## src/rtl/sram_mem_stage_pkg.sv

```systemverilog
// Shared constants and state encoding for the memory stage.
//   WORD_WIDTH      : core datapath width
//   REG_FILE_DEPTH  : width of a register-file index
//   SRAM_DATA_WIDTH : external SRAM data bus width (one halfword)
//   mem_state_e     : SRAM controller states
package sram_mem_stage_pkg;

    localparam int WORD_WIDTH      = 32;
    localparam int REG_FILE_DEPTH  = 4;
    localparam int SRAM_DATA_WIDTH = 16;

    typedef enum logic [2:0] {
        MEM_IDLE  = 3'd0,
        MEM_RD_LO = 3'd1,
        MEM_RD_HI = 3'd2,
        MEM_WR_LO = 3'd3,
        MEM_WR_HI = 3'd4,
        MEM_DONE  = 3'd5
    } mem_state_e;

    // A timed phase is one of the four halfword-access states.
    function automatic logic is_access_phase(input mem_state_e s);
        return (s == MEM_RD_LO) || (s == MEM_RD_HI) ||
               (s == MEM_WR_LO) || (s == MEM_WR_HI);
    endfunction

endpackage

```

## src/rtl/sram_mem_stage_ctrl.sv

```systemverilog
// sram_ctrl: FSM, wait counter and SRAM pin drivers. Splits one 32-bit
// word access into a low and a high halfword access on a 16-bit SRAM.
// Ports:
//   clk_i, rst_i        clock, synchronous active-high reset
//   rd_req_i, wr_req_i  load / store request (write wins if both set)
//   addr_i              byte address of the word
//   wdata_i             store data
//   rdata_o             assembled load data (valid once DONE is reached)
//   state_o             current FSM state (also used for debug)
//   sram_*              registered SRAM pins
//
// Handshake: the requester holds rd_req_i/wr_req_i, addr_i and wdata_i
// stable from the cycle it raises the request until the edge that leaves
// DONE. The controller accepts a request in IDLE and reports completion by
// being in DONE for exactly one cycle; on that edge the requester may drop
// the request or present the next one, which is picked up in IDLE.
module sram_ctrl
    import sram_mem_stage_pkg::*;
#(
    parameter int SRAM_ADDR_WIDTH = 18,
    parameter int WAIT_CYCLES     = 2,
    parameter int DATA_BASE       = 1024
) (
    input  logic                       clk_i,
    input  logic                       rst_i,
    input  logic                       rd_req_i,
    input  logic                       wr_req_i,
    input  logic [WORD_WIDTH-1:0]      addr_i,
    input  logic [WORD_WIDTH-1:0]      wdata_i,
    output logic [WORD_WIDTH-1:0]      rdata_o,
    output mem_state_e                 state_o,
    output logic [SRAM_ADDR_WIDTH-1:0] sram_addr_o,
    output logic [SRAM_DATA_WIDTH-1:0] sram_dq_o,
    output logic                       sram_dq_oe_o,
    input  logic [SRAM_DATA_WIDTH-1:0] sram_dq_i,
    output logic                       sram_we_n_o
);

    localparam int CNT_W = (WAIT_CYCLES > 1) ? $clog2(WAIT_CYCLES) : 1;
    localparam logic [CNT_W-1:0] CNT_LAST = CNT_W'(WAIT_CYCLES - 1);

    mem_state_e                 state_q, state_d;
    logic [CNT_W-1:0]           cnt_q, cnt_d;
    logic [WORD_WIDTH-1:0]      rdata_q, rdata_d;
    logic [SRAM_ADDR_WIDTH-1:0] sram_addr_q, sram_addr_d;
    logic [SRAM_DATA_WIDTH-1:0] sram_dq_q, sram_dq_d;
    logic                       sram_oe_q, sram_oe_d;
    logic                       sram_we_n_q, sram_we_n_d;

    // Word index relative to the data base; the subtraction wraps, so an
    // address just below the base lands on the top word of the SRAM.
    logic [WORD_WIDTH-1:0]      offset;
    logic [SRAM_ADDR_WIDTH-2:0] word_idx;
    logic [SRAM_ADDR_WIDTH-1:0] half_lo, half_hi;
    logic                       unused_addr_bits;
    logic                       phase_last;

    assign offset           = addr_i - WORD_WIDTH'(DATA_BASE);
    assign word_idx         = offset[SRAM_ADDR_WIDTH:2];
    assign unused_addr_bits = ^{offset[WORD_WIDTH-1:SRAM_ADDR_WIDTH+1], offset[1:0]};
    assign half_lo          = {word_idx, 1'b0};
    assign half_hi          = {word_idx, 1'b1};
    assign phase_last       = (cnt_q == CNT_LAST);

    always_comb begin
        state_d     = state_q;
        rdata_d     = rdata_q;
        sram_addr_d = sram_addr_q;
        sram_dq_d   = sram_dq_q;
        sram_oe_d   = 1'b0;
        sram_we_n_d = 1'b1;

        case (state_q)
            MEM_IDLE: begin
                if (wr_req_i)      state_d = MEM_WR_LO;
                else if (rd_req_i) state_d = MEM_RD_LO;
            end
            MEM_RD_LO: if (phase_last) begin
                rdata_d[15:0] = sram_dq_i;
                state_d       = MEM_RD_HI;
            end
            MEM_RD_HI: if (phase_last) begin
                rdata_d[31:16] = sram_dq_i;
                state_d        = MEM_DONE;
            end
            MEM_WR_LO: if (phase_last) state_d = MEM_WR_HI;
            MEM_WR_HI: if (phase_last) state_d = MEM_DONE;
            MEM_DONE:  state_d = MEM_IDLE;
            default:   state_d = MEM_IDLE;
        endcase

        // Counter restarts on every phase change and only runs inside a phase.
        if (state_d != state_q)          cnt_d = '0;
        else if (is_access_phase(state_q)) cnt_d = cnt_q + 1'b1;
        else                             cnt_d = '0;

        // Pins are registered from the next state so they line up with it.
        case (state_d)
            MEM_RD_LO: sram_addr_d = half_lo;
            MEM_RD_HI: sram_addr_d = half_hi;
            MEM_WR_LO: begin
                sram_addr_d = half_lo;
                sram_dq_d   = wdata_i[15:0];
                sram_oe_d   = 1'b1;
                sram_we_n_d = 1'b0;
            end
            MEM_WR_HI: begin
                sram_addr_d = half_hi;
                sram_dq_d   = wdata_i[31:16];
                sram_oe_d   = 1'b1;
                sram_we_n_d = 1'b0;
            end
            default: ;
        endcase
    end

    always_ff @(posedge clk_i) begin
        if (rst_i) begin
            state_q     <= MEM_IDLE;
            cnt_q       <= '0;
            rdata_q     <= '0;
            sram_addr_q <= '0;
            sram_dq_q   <= '0;
            sram_oe_q   <= 1'b0;
            sram_we_n_q <= 1'b1;
        end else begin
            state_q     <= state_d;
            cnt_q       <= cnt_d;
            rdata_q     <= rdata_d;
            sram_addr_q <= sram_addr_d;
            sram_dq_q   <= sram_dq_d;
            sram_oe_q   <= sram_oe_d;
            sram_we_n_q <= sram_we_n_d;
        end
    end

    assign state_o      = state_q;
    assign rdata_o      = rdata_q;
    assign sram_addr_o  = sram_addr_q;
    assign sram_dq_o    = sram_dq_q;
    assign sram_dq_oe_o = sram_oe_q;
    assign sram_we_n_o  = sram_we_n_q;

endmodule

```

## src/rtl/sram_mem_stage.sv

```systemverilog
// sram_mem_stage: memory stage of the pipelined core. Runs LDR/STR against
// a 16-bit SRAM through sram_ctrl, stalls upstream while an access is in
// flight, and holds the MEM/WB register feeding register-file write-back.
// Ports:
//   clk, rst                      clock, synchronous active-high reset
//   mem_r_en, mem_w_en            load / store request from EXE/MEM
//   wb_en_in, dest_in             write-back enable and destination
//   alu_result                    ALU result, also the byte address
//   st_value                      store data
//   ready                         1 = upstream may advance
//   wb_en, wb_dest, wb_value      registered write-back outputs
//   sram_addr, sram_dq_o, sram_dq_oe, sram_dq_i, sram_we_n   SRAM pins
module sram_mem_stage
    import sram_mem_stage_pkg::*;
#(
    parameter int SRAM_ADDR_WIDTH = 18,
    parameter int WAIT_CYCLES     = 2,
    parameter int DATA_BASE       = 1024
) (
    input  logic                       clk,
    input  logic                       rst,
    input  logic                       mem_r_en,
    input  logic                       mem_w_en,
    input  logic                       wb_en_in,
    input  logic [REG_FILE_DEPTH-1:0]  dest_in,
    input  logic [WORD_WIDTH-1:0]      alu_result,
    input  logic [WORD_WIDTH-1:0]      st_value,
    output logic                       ready,
    output logic                       wb_en,
    output logic [REG_FILE_DEPTH-1:0]  wb_dest,
    output logic [WORD_WIDTH-1:0]      wb_value,
    output logic [SRAM_ADDR_WIDTH-1:0] sram_addr,
    output logic [SRAM_DATA_WIDTH-1:0] sram_dq_o,
    output logic                       sram_dq_oe,
    input  logic [SRAM_DATA_WIDTH-1:0] sram_dq_i,
    output logic                       sram_we_n
);

    mem_state_e              ctrl_state;
    logic [WORD_WIDTH-1:0]   rdata;

    logic                      wb_en_q, wb_en_d;
    logic [REG_FILE_DEPTH-1:0] wb_dest_q, wb_dest_d;
    logic [WORD_WIDTH-1:0]     wb_value_q, wb_value_d;

    sram_ctrl #(
        .SRAM_ADDR_WIDTH (SRAM_ADDR_WIDTH),
        .WAIT_CYCLES     (WAIT_CYCLES),
        .DATA_BASE       (DATA_BASE)
    ) u_ctrl (
        .clk_i        (clk),
        .rst_i        (rst),
        .rd_req_i     (mem_r_en),
        .wr_req_i     (mem_w_en),
        .addr_i       (alu_result),
        .wdata_i      (st_value),
        .rdata_o      (rdata),
        .state_o      (ctrl_state),
        .sram_addr_o  (sram_addr),
        .sram_dq_o    (sram_dq_o),
        .sram_dq_oe_o (sram_dq_oe),
        .sram_dq_i    (sram_dq_i),
        .sram_we_n_o  (sram_we_n)
    );

    // A pending request stalls even in IDLE, so the upstream latch never
    // advances past an access that has not started yet.
    assign ready = ((ctrl_state == MEM_IDLE) && !mem_r_en && !mem_w_en) ||
                   (ctrl_state == MEM_DONE);

    always_comb begin
        wb_en_d    = 1'b0;
        wb_dest_d  = wb_dest_q;
        wb_value_d = wb_value_q;
        if (ready) begin
            wb_en_d    = wb_en_in & ~mem_w_en;
            wb_dest_d  = dest_in;
            wb_value_d = mem_r_en ? rdata : alu_result;
        end
    end

    always_ff @(posedge clk) begin
        if (rst) begin
            wb_en_q    <= 1'b0;
            wb_dest_q  <= '0;
            wb_value_q <= '0;
        end else begin
            wb_en_q    <= wb_en_d;
            wb_dest_q  <= wb_dest_d;
            wb_value_q <= wb_value_d;
        end
    end

    assign wb_en    = wb_en_q;
    assign wb_dest  = wb_dest_q;
    assign wb_value = wb_value_q;

endmodule

```

## config.mk

```make
export PLATFORM = sky130hd
export DESIGN_NAME = sram_mem_stage
export DESIGN_NICKNAME = d
export VERILOG_FILES = /design/src/rtl/sram_mem_stage_pkg.sv /design/src/rtl/sram_mem_stage_ctrl.sv /design/src/rtl/sram_mem_stage.sv
export SDC_FILE = /design/constraint.sdc
export NUM_CORES = 1
export LEC_CHECK = 0
export CELL_PAD_IN_SITES_DETAIL_PLACEMENT = 1
export CELL_PAD_IN_SITES_GLOBAL_PLACEMENT = 2
export CORE_MARGIN = 10
export CORE_UTILIZATION = 29
export DETAILED_ROUTE_END_ITERATION = 12
export GPL_TIMING_DRIVEN = 1
export PLACE_DENSITY = 0.92
export SLEW_MARGIN = 30
export SYNTH_ARGS = -nofsm -noshare
export SYNTH_HDL_FRONTEND = slang
export SYNTH_SLANG_ARGS = --single-unit
```

## constraint.sdc

```tcl
create_clock -name clk -period 3.3 [get_ports clk]
set_input_delay 0.66 -clock clk [delete_from_list [all_inputs] [get_ports clk]]
set_output_delay 0.66 -clock clk [all_outputs]
set_load 0.005 [all_outputs]
```

==> results of run 1 <==
-- final cells by class --
| class | count | share of cell area |
|---|---|---|
| timing repair buffer | 170 | 0.246 |
| sequential | 109 | 0.316 |
| clock inverter | 5 | 0.0119 |
| antenna | 1 | 0.000362 |
| tap | 220 | 0.0398 |
| multi-input combinational | 354 | 0.341 |
| clock buffer | 11 | 0.0351 |
| inverter | 20 | 0.0109 |
-- cells in the final DEF (no fill, tap or decap), types with 3 or more instances in the layout --
cell type	netlist	final
nor2b_1	3	3
a221oi_2	8	8
nor2_1	46	46
o31ai_1	5	5
clkdlybuf4s50_1	0	160
inv_1	20	20
a211oi_1	4	4
o21ai_0	6	6
mux2i_1	36	36
xnor2_1	4	4
buf_4	5	7
dfxtp_1	109	109
a211oi_2	32	32
and2_1	3	3
a22oi_1	17	17
a21oi_1	47	47
nand2_1	85	85
nand3_1	10	10
a221oi_1	8	8
xor2_1	3	3
clkbuf_16	0	9
nor3_1	9	9
-- Yosys cell counts, drive strengths merged, types with 3 or more instances --
cell type  instances
a211oi            36
xor2               3
nand2             86
inv               20
nor2b              3
nand2b             3
buf               24
o21ai              8
a21oi             48
and2               3
a22oi             17
clkbuf            20
nor2              46
dfxtp            109
xnor2              4
a221oi            16
nand3             10
mux2i             36
nor3               9
o31ai              6
-- how the worst max path moves through the flow --
stage	start	end	slack (ps)	cells after the start
floorplan	mem_r_en	ready	880	4
detailed placement	mem_w_en	ready	240	4
CTS	mem_w_en	ready	220	4
finish	mem_w_en	ready	230	4
global route	mem_w_en	ready	200	4
global placement	mem_w_en	ready	230	4
-- routing by layer --
metal,vias to the layer above,GRT usage,routed length [µm]
met4,0,0.0345,215
met3,20,0.0685,1630
met1,2115,0.175,7230
li1,2129,-,-
met5,-,0,0
met2,141,0.251,8210
-- worst max-delay path: cells and delay by family --
family,cells,cell delay (ps)
and+or+nand+nor,1,460
AOI/OAI and AO/OA,1,230
buffers and inverters,2,1060
-- cell families after synthesis --
| group | Yosys count |
|---|---|
| simple gates | 171 |
| compound gates | 139 |
| flops | 109 |
| buf+inv | 64 |
| mux | 36 |
| xor+xnor | 7 |
| fa+ha+maj | 1 |
-- report_power, final --
group / switching, µW / leakage, µW / internal (µW)
sequential: 125 / 0.000893 / 1490
clock: 499 / 0.000160 / 689
combinational: 547 / 0.00134 / 585
-- per-stage QoR --
stage,hold WS (ps),setup slack (ps)
4_1_cts,463,220
3_3_place_gp,442,227
6_report,459,233
2_1_floorplan,436,875
5_1_grt,484,200
3_5_place_dp,452,239
-- flip-flops by register name, summed over array words and instances, names as in the netlist --
signal,flops
u_ctrl.sram_addr_o,18
u_ctrl.sram_dq_oe_o,1
wb_en,1
u_ctrl.state_o,3
wb_dest,4
wb_value,32
u_ctrl.sram_we_n_o,1
u_ctrl.cnt_q,1
u_ctrl.sram_dq_o,16
u_ctrl.rdata_o,32
==> results.txt, run 1 <==
----------------------------------------------------
[Logic synthesis]
  Fraction of post-synthesis cell area in the top cell type by area ... 0.448
  Post-synthesis share of cell area spent on full adders, half adders and majority gates ... 0.00257
  Share of cell area taken by muxes after synthesis ... 0.0739
  Cells taking the most area after synthesis ... dfxtp_1 (45%), a211oi_2 (8.2%), mux2i_1 (7.4%), nand2_1 (6.5%), a21oi_1 (4.8%)
  Cell taking the most area after synthesis ... dfxtp_1
  Fraction of registers with async set/reset ... 0
  Netlist area before placement ... around 5000 µm²
  Count of cell types in the netlist ... 50
  Simple-Gate Fraction of Synth Area ... 0.155
  Dominant combinational cell family by area after synthesis ... compound AO/OA/AOI/OAI gates
  Synthesized instance count ... 527
  Xor and xnor fraction of the mapped netlist area ... 0.0126
  Number of enable flip-flop cells after synthesis ... 0
  Syn Nets ... around 620
  Synth Flop Type ... dfxtp_1
  Area fraction in compound gates after synthesis ... 0.238
  Yosys warning count ... 0
  FF+latch count, synth ... 109
  Sequential-to-total area share from yosys stat ... 0.448
  Mean area per synthesized cell ... a little over 9 µm²

[Setup path]
  Crit-path max FO ... 2
  Stage delay of the slowest cell on the critical path ... about 570 ps
  Critical path class ... in -> out
  Slowest cell on the critical path ... clkdlybuf4s50_1
  Launching point of the worst reg2reg path ... u_ctrl.state_o[2]
  WP data required ... around 2600 ps
  Cell-by-cell trace of the critical path ... clkdlybuf4s50_1, or4_4, a21oi_4, clkdlybuf4s50_1
  Cell depth of the worst flop-to-flop path ... 4
  Startpoint Class ... input port
  End of the worst register-to-register path ... u_ctrl.sram_dq_o[1]
  Critical path endpoint category ... output pin
  Cell type with the highest occurrence count on the critical path ... clkdlybuf4s50_1
  Data arrival time at the worst-slack endpoint ... 2410 ps
  Worst setup slack for register-to-register paths ... roughly 690 ps

[Floorplan]
  Top Ports ... 163
  Floorplan core area ... around 17,000 µm²
  Die H ... between 100 and 150 µm
  Horizontal extent of the die ... about 150 µm
  Total die area ... roughly 22,000 µm²
  Starting Density ... 0.295
  Cell Rows ... between 40 and 50

[Timing]
  Final hold violations ... 0
  Maximum clock rate ... 0.326 GHz
  Post-route fraction of the period consumed by the critical path ... 0.929
  Clock period minus worst slack ... ~3000 ps
  Slew at the pin closest to its max-slew limit ... approximately 900 ps
  Number of pins with negative max-slew slack in the final report ... 0
  Setup TNS ... 0 ps
  Rel. slew slack ... 0.397
  RSZ-0062 raised after global routing ... false
  Clock Skew ... 6.88 ps
  Finish-stage setup viols ... 0

[Layout]
  Fillers ... roughly 1,900
  Sequential cell area in the final layout ... between 2000 and 2500 µm²
  Area Growth Syn to Fin ... 41.8%
  Multi-input logic area ... about 2400 µm²
  Utilization after layout ... 0.418
  Number of standard cells in the final layout excluding fillers ... between 800 and 900
  Fin area ... 6910 µm²
  Layout cells sized above 1 ... 0.111
  Total Nets Final ... 754

[Place]
  Count of input and output buffers ... about 160
  Cell area after placement ... ~6600 µm²
  Weighted congestion reported at the end of routability-driven placement ... roughly 0.8
  Placed Cells incl. Taps ... between 800 and 900
  Post-detailed-placement half-perimeter wirelength ... about 13,000 µm

[Power and ir drop]
  Leakage ... 0.00240 µW
  Power density relative to cell area ... around 570 nW/µm²
  Maximum vdd drop ... ~0.34 mV
  Final Total Pwr ... 3930 µW

[Outcome]
  Outcome ... finished clean

[Worst hold path]
  Hold Crit Endpoint ... u_ctrl.rdata_o[16]
  Hold crit path type ... reg -> reg
  Worst hold path cell count ... 2
  Worst Min Path Start ... u_ctrl.rdata_o[16]

[Clock tree]
  Number of buffers added for setup after CTS ... 0
  Maximum number of buffers from clock root to sink ... 2
  Clock latency on the worst-skew pair ... around 360 ps
  Number of buffers inserted during clock tree synthesis ... 9
  Hold Buf Count CTS ... 0
  Sink Count ... about 110
  Clk Tree Root Cell ... clkbuf_16
  Deepest level of the CTS H-tree ... 3
  Worst-path clk slew ... ~70 ps
  Clock tree from TritonCTS ... yes
  Number of gates resized after cts ... 0

[Global route]
  Via count of the first global-routing pass ... around 4,600
  Total routing usage reported by global routing ... 0.151
  Antenna violations before repair ... 1
  Grt ovf ... 0
  Pin count of the biggest net entering global routing ... 70
  First-pass GRT wire length ... roughly 26,000 µm

[Routing]
  Number of nets still failing antenna checks after routing ... 0
  Detailed-route DRC error count ... 0
  Drt wl/cell ... a little under 20 µm
  Vias/cell ... between 4 and 5
  Number of iterations in the first detailed-routing pass ... 4
  Routed vias ... around 4,400
  Final routed wirelength across all metal layers ... approximately 17,000 µm
  Count of routing violations after the opening detailed-route iteration ... about 180

[Run]
  Count of maximum capacitance violations ... 0

----------------------------------------------------
No activity file was read; power rests on OpenSTA's default activity.
==> run 2: changes to the inputs <==
- ABC_CLOCK_PERIOD_IN_PS: not set -> 3300
- CORE_UTILIZATION: 29 -> 28
- PLACE_DENSITY: 0.92 -> 0.9
- REMOVE_ABC_BUFFERS: not set -> 1
- SYNTH_HIERARCHICAL: not set -> 1
==> run 2 against run 1 <==
Effect of this change:
- die area up 5.0%
- highest routed layer unchanged
- sequential cell count unchanged
- register-to-register slack better by 400 ps
- synthesized cell count up 8.9%
- worst setup slack better by 10 ps
- combinational power about the same
- critical path type unchanged
- largest power group unchanged
- synthesized area up 2.1%
- clock skew up 8.1 ps
- cell area up 1.4%
- wire length up 5.9%
==> results.txt, run 2 <==
----------------------------------------------------
[Layout]
  Total Nets Final ... 799 (was 754)
  Leading cell types in the layout, fill and taps excluded ... clkdlybuf4s50_1 (160), dfxtp_1 (108), nand2_1 (90) (was clkdlybuf4s50_1 (160), dfxtp_1 (109), nand2_1 (85))
  Layout cells sized above 1 ... 0.106 (was 0.111)
  Area Growth Syn to Fin ... 40.9% (was 41.8%)
  Fillers ... 2,002 (was 1,867)
  Most common library cell in the layout ignoring fill and taps ... clkdlybuf4s50_1 (unchanged)
  Antenna Cells ... 0 (was 1)

[Logic synthesis]
  Cell taking the most area after synthesis ... dfxtp_1 (unchanged)
  FF+latch count, synth ... 109 (unchanged)
  Synthesized instance count ... 574 (was 527)
  Number of enable flip-flop cells after synthesis ... 0 (unchanged)
  Cells taking the most area after synthesis ... dfxtp_1 (44%), a211oi_1 (10%), mux2_2 (7.2%), nand2_1 (6.8%), a21oi_1 (4.6%) (was dfxtp_1 (45%), a211oi_2 (8.2%), mux2i_1 (7.4%), nand2_1 (6.5%), a21oi_1 (4.8%))
  Cell types with the highest counts after synthesis ... dfxtp_1 (109), nand2_1 (90), a211oi_1 (69) (was dfxtp_1 (109), nand2_1 (85), a21oi_1 (47))
  Mean area per synthesized cell ... 8.67 µm² (was 9.25 µm²)
  Count of cell types in the netlist ... 45 (was 50)
  Synth Flop Type ... dfxtp_1 (unchanged)
  Fraction of post-synthesis cell area in the top cell type by area ... 0.439 (was 0.448)
  Yosys warning count ... 6 (was 0)
  Netlist area before placement ... 4980 µm² (was 4870 µm²)
  Fraction of registers with async set/reset ... 0 (unchanged)
  Most used standard cell by instance count after synthesis ... dfxtp_1 (unchanged)
  Sequential-to-total area share from yosys stat ... 0.439 (was 0.448)

[Timing]
  Final hold violations ... 0 (unchanged)
  Maximum clock rate ... 0.327 GHz (was 0.326 GHz)
  Worst hold margin ... 460 ps (was 459 ps)
  RSZ-0062 raised after global routing ... false (unchanged)
  Setup TNS ... 0 ps (unchanged)
  Clock period minus worst slack ... 3060 ps (was 3070 ps)
  Post-route fraction of the period consumed by the critical path ... 0.926 (was 0.929)
  Number of pins with negative max-slew slack in the final report ... 0 (unchanged)
  Slew at the pin closest to its max-slew limit ... 822 ps (was 904 ps)
  Rel. slew slack ... 0.452 (was 0.397)
  Finish-stage setup viols ... 0 (unchanged)
  Clock Skew ... 14.9 ps (was 6.88 ps)

[Setup path]
  Cell type with the highest occurrence count on the critical path ... clkdlybuf4s50_1 (unchanged)
  Data arrival time at the worst-slack endpoint ... 2400 ps (was 2410 ps)
  Combined buffer and inverter count along the critical path ... 3 (was 2)
  WP data required ... 2640 ps (about the same)
  Startpoint Class ... input port (unchanged)
  Stage delay of the slowest cell on the critical path ... 510 ps (was 570 ps)
  Crit-path max FO ... 2 (unchanged)
  Critical path endpoint category ... output pin (unchanged)
  Family of cells with the greatest summed delay on the critical path ... buffers and inverters (unchanged)
  Slowest cell on the critical path ... clkdlybuf4s50_1 (unchanged)
  Critical path class ... in -> out (unchanged)
  Cell-by-cell trace of the critical path ... clkdlybuf4s50_1, or4_4, a21o_1, clkinv_1, clkdlybuf4s50_1 (was clkdlybuf4s50_1, or4_4, a21oi_4, clkdlybuf4s50_1)

[Global route]
  Antenna violations before repair ... 0 (was 1)
  Via count of the first global-routing pass ... 4,968 (was 4,585)
  First-pass GRT wire length ... 28,800 µm (was 26,500 µm)
  Pin count of the biggest net entering global routing ... 77 (was 70)
  Grt ovf ... 0 (unchanged)
  Total routing usage reported by global routing ... 0.151 (about the same)

[Place]
  Post-detailed-placement half-perimeter wirelength ... 13,400 µm (was 13,000 µm)
  Weighted congestion reported at the end of routability-driven placement ... 0.803 (was 0.792)
  Count of input and output buffers ... 162 (unchanged)

[Routing]
  Routed vias ... 4,680 (was 4,405)
  Count of routing violations after the opening detailed-route iteration ... 205 (was 182)
  Vias/cell ... 4.98 (was 4.95)
  Drt wl/cell ... 19.5 µm (was 19.4 µm)
  Number of iterations in the first detailed-routing pass ... 4 (unchanged)
  Number of nets still failing antenna checks after routing ... 0 (unchanged)
  Final routed wirelength across all metal layers ... 18,300 µm (was 17,300 µm)
  Detailed-route DRC error count ... 0 (unchanged)

[Clock tree]
  Worst-path clk slew ... 70 ps (about the same)
  Hold Buf Count CTS ... 0 (unchanged)
  Deepest level of the CTS H-tree ... 3 (unchanged)
  Number of gates resized after cts ... 0 (unchanged)
  Maximum number of buffers from clock root to sink ... 2 (unchanged)
  Clock latency on the worst-skew pair ... 360 ps (about the same)
  Sink Count ... 109 (unchanged)
  Number of buffers inserted during clock tree synthesis ... 9 (unchanged)
  Clk Tree Root Cell ... clkbuf_16 (unchanged)
  Clock tree from TritonCTS ... yes (unchanged)
  Number of buffers added for setup after CTS ... 0 (unchanged)

[Floorplan]
  Top Ports ... 163 (unchanged)
  Cell Rows ... 48 (was 47)
  Horizontal extent of the die ... 153 µm (was 150 µm)
  Die H ... 153 µm (was 150 µm)
  Starting Density ... 0.287 (was 0.295)
  Total die area ... 23,500 µm² (was 22,400 µm²)
  Floorplan core area ... 17,400 µm² (was 16,500 µm²)

[Outcome]
  Outcome ... finished clean (unchanged)

[Power and ir drop]
  Maximum vdd drop ... 0.280 mV (was 0.335 mV)
  Leakage ... 0.00240 µW (about the same)
  Power density relative to cell area ... 547 nW/µm² (was 569 nW/µm²)

[Worst hold path]
  Hold crit path type ... reg -> reg (unchanged)

[Run]
  Count of maximum capacitance violations ... 0 (unchanged)

----------------------------------------------------
[run 2: changes by cell type after synthesis, sizes merged, moves of 3 or more]
cell,before,now
inv,20,52
nand2b,3,10
nor2,46,7
clkbuf,20,29
mux2i,36,4
nand2,86,91
o21ai,8,11
a211oi,36,69
mux2,0,32
[run 2: per-layer routing]
layer | track usage | routed length, µm | share of wire | vias up
met5 | 0 | 0 | 0 | -
met4 | 0.0341 | 166 | 0.0091 | 0
met3 | 0.0463 | 1270 | 0.069 | 12
met2 | 0.243 | 8380 | 0.46 | 148
met1 | 0.192 | 8490 | 0.46 | 2236
li1 | - | - | - | 2284
[run 2: area by class of cell]
class | instances | area (µm²) | area share
Inverter | 53 | 199 | 0.0284
Clock inverter | 6 | 45.0 | 0.00643
Sequential cell | 109 | 2180 | 0.311
Tap cell | 225 | 282 | 0.0402
Multi-Input combinational cell | 361 | 2340 | 0.333
Clock buffer | 10 | 239 | 0.0341
Timing Repair Buffer | 175 | 1720 | 0.246
[run 2: path summary, 6_finish.rpt]
kind	slack, ps	start	to	cells after the start
max reg2reg	1090	u_ctrl/state_o[2]	u_ctrl/sram_dq_o[13]	4
min reg2reg	460	u_ctrl/rdata_o[5]	u_ctrl/rdata_o[5]	2
max	240	mem_w_en	ready	5
min	460	u_ctrl/rdata_o[5]	u_ctrl/rdata_o[5]	2
[run 2: through the flow]
step | setup slack, ps | total power [µW] | cell area, µm² | cells | utilization
floorplan | 523 | 2110 | 4710 | 523 | -
global placement | 206 | 2760 | 6730 | 923 | 0.387
detailed placement | 232 | 2810 | 6730 | 923 | 0.387
CTS | 213 | 3880 | 7010 | 939 | 0.404
global route | 214 | 4060 | 7010 | 939 | 0.404
finish | 243 | 3840 | 7010 | 939 | 0.404
[run 2: report_power, final]
part	internal [µW]	switching, µW	leakage [µW]
clock network	540	532	0.000137
logic	588	539	0.00137
registers	1490	143	0.000893
total	2620	1210	0.00240
[run 2: kinds of logic (layout without fill, tap and decap cells)]
family / Yosys count / after routing / share of synthesized area
adder cells (fa/ha/maj): 1 / 1 / 0.00251
XOR/XNOR: 9 / 9 / 0.0158
AND/OR/NAND/NOR: 146 / 146 / 0.136
buffers and inverters: 104 / 244 / 0.0933
flip-flops: 109 / 109 / 0.439
multiplexers: 36 / 36 / 0.0805
AO/OA/AOI/OAI: 169 / 169 / 0.234
[run 2: tightest hold or removal path, stage by stage (launching register included)]
cell and delay, ps:
dfxtp_1 310, nand2_1 50, a21oi_1 50
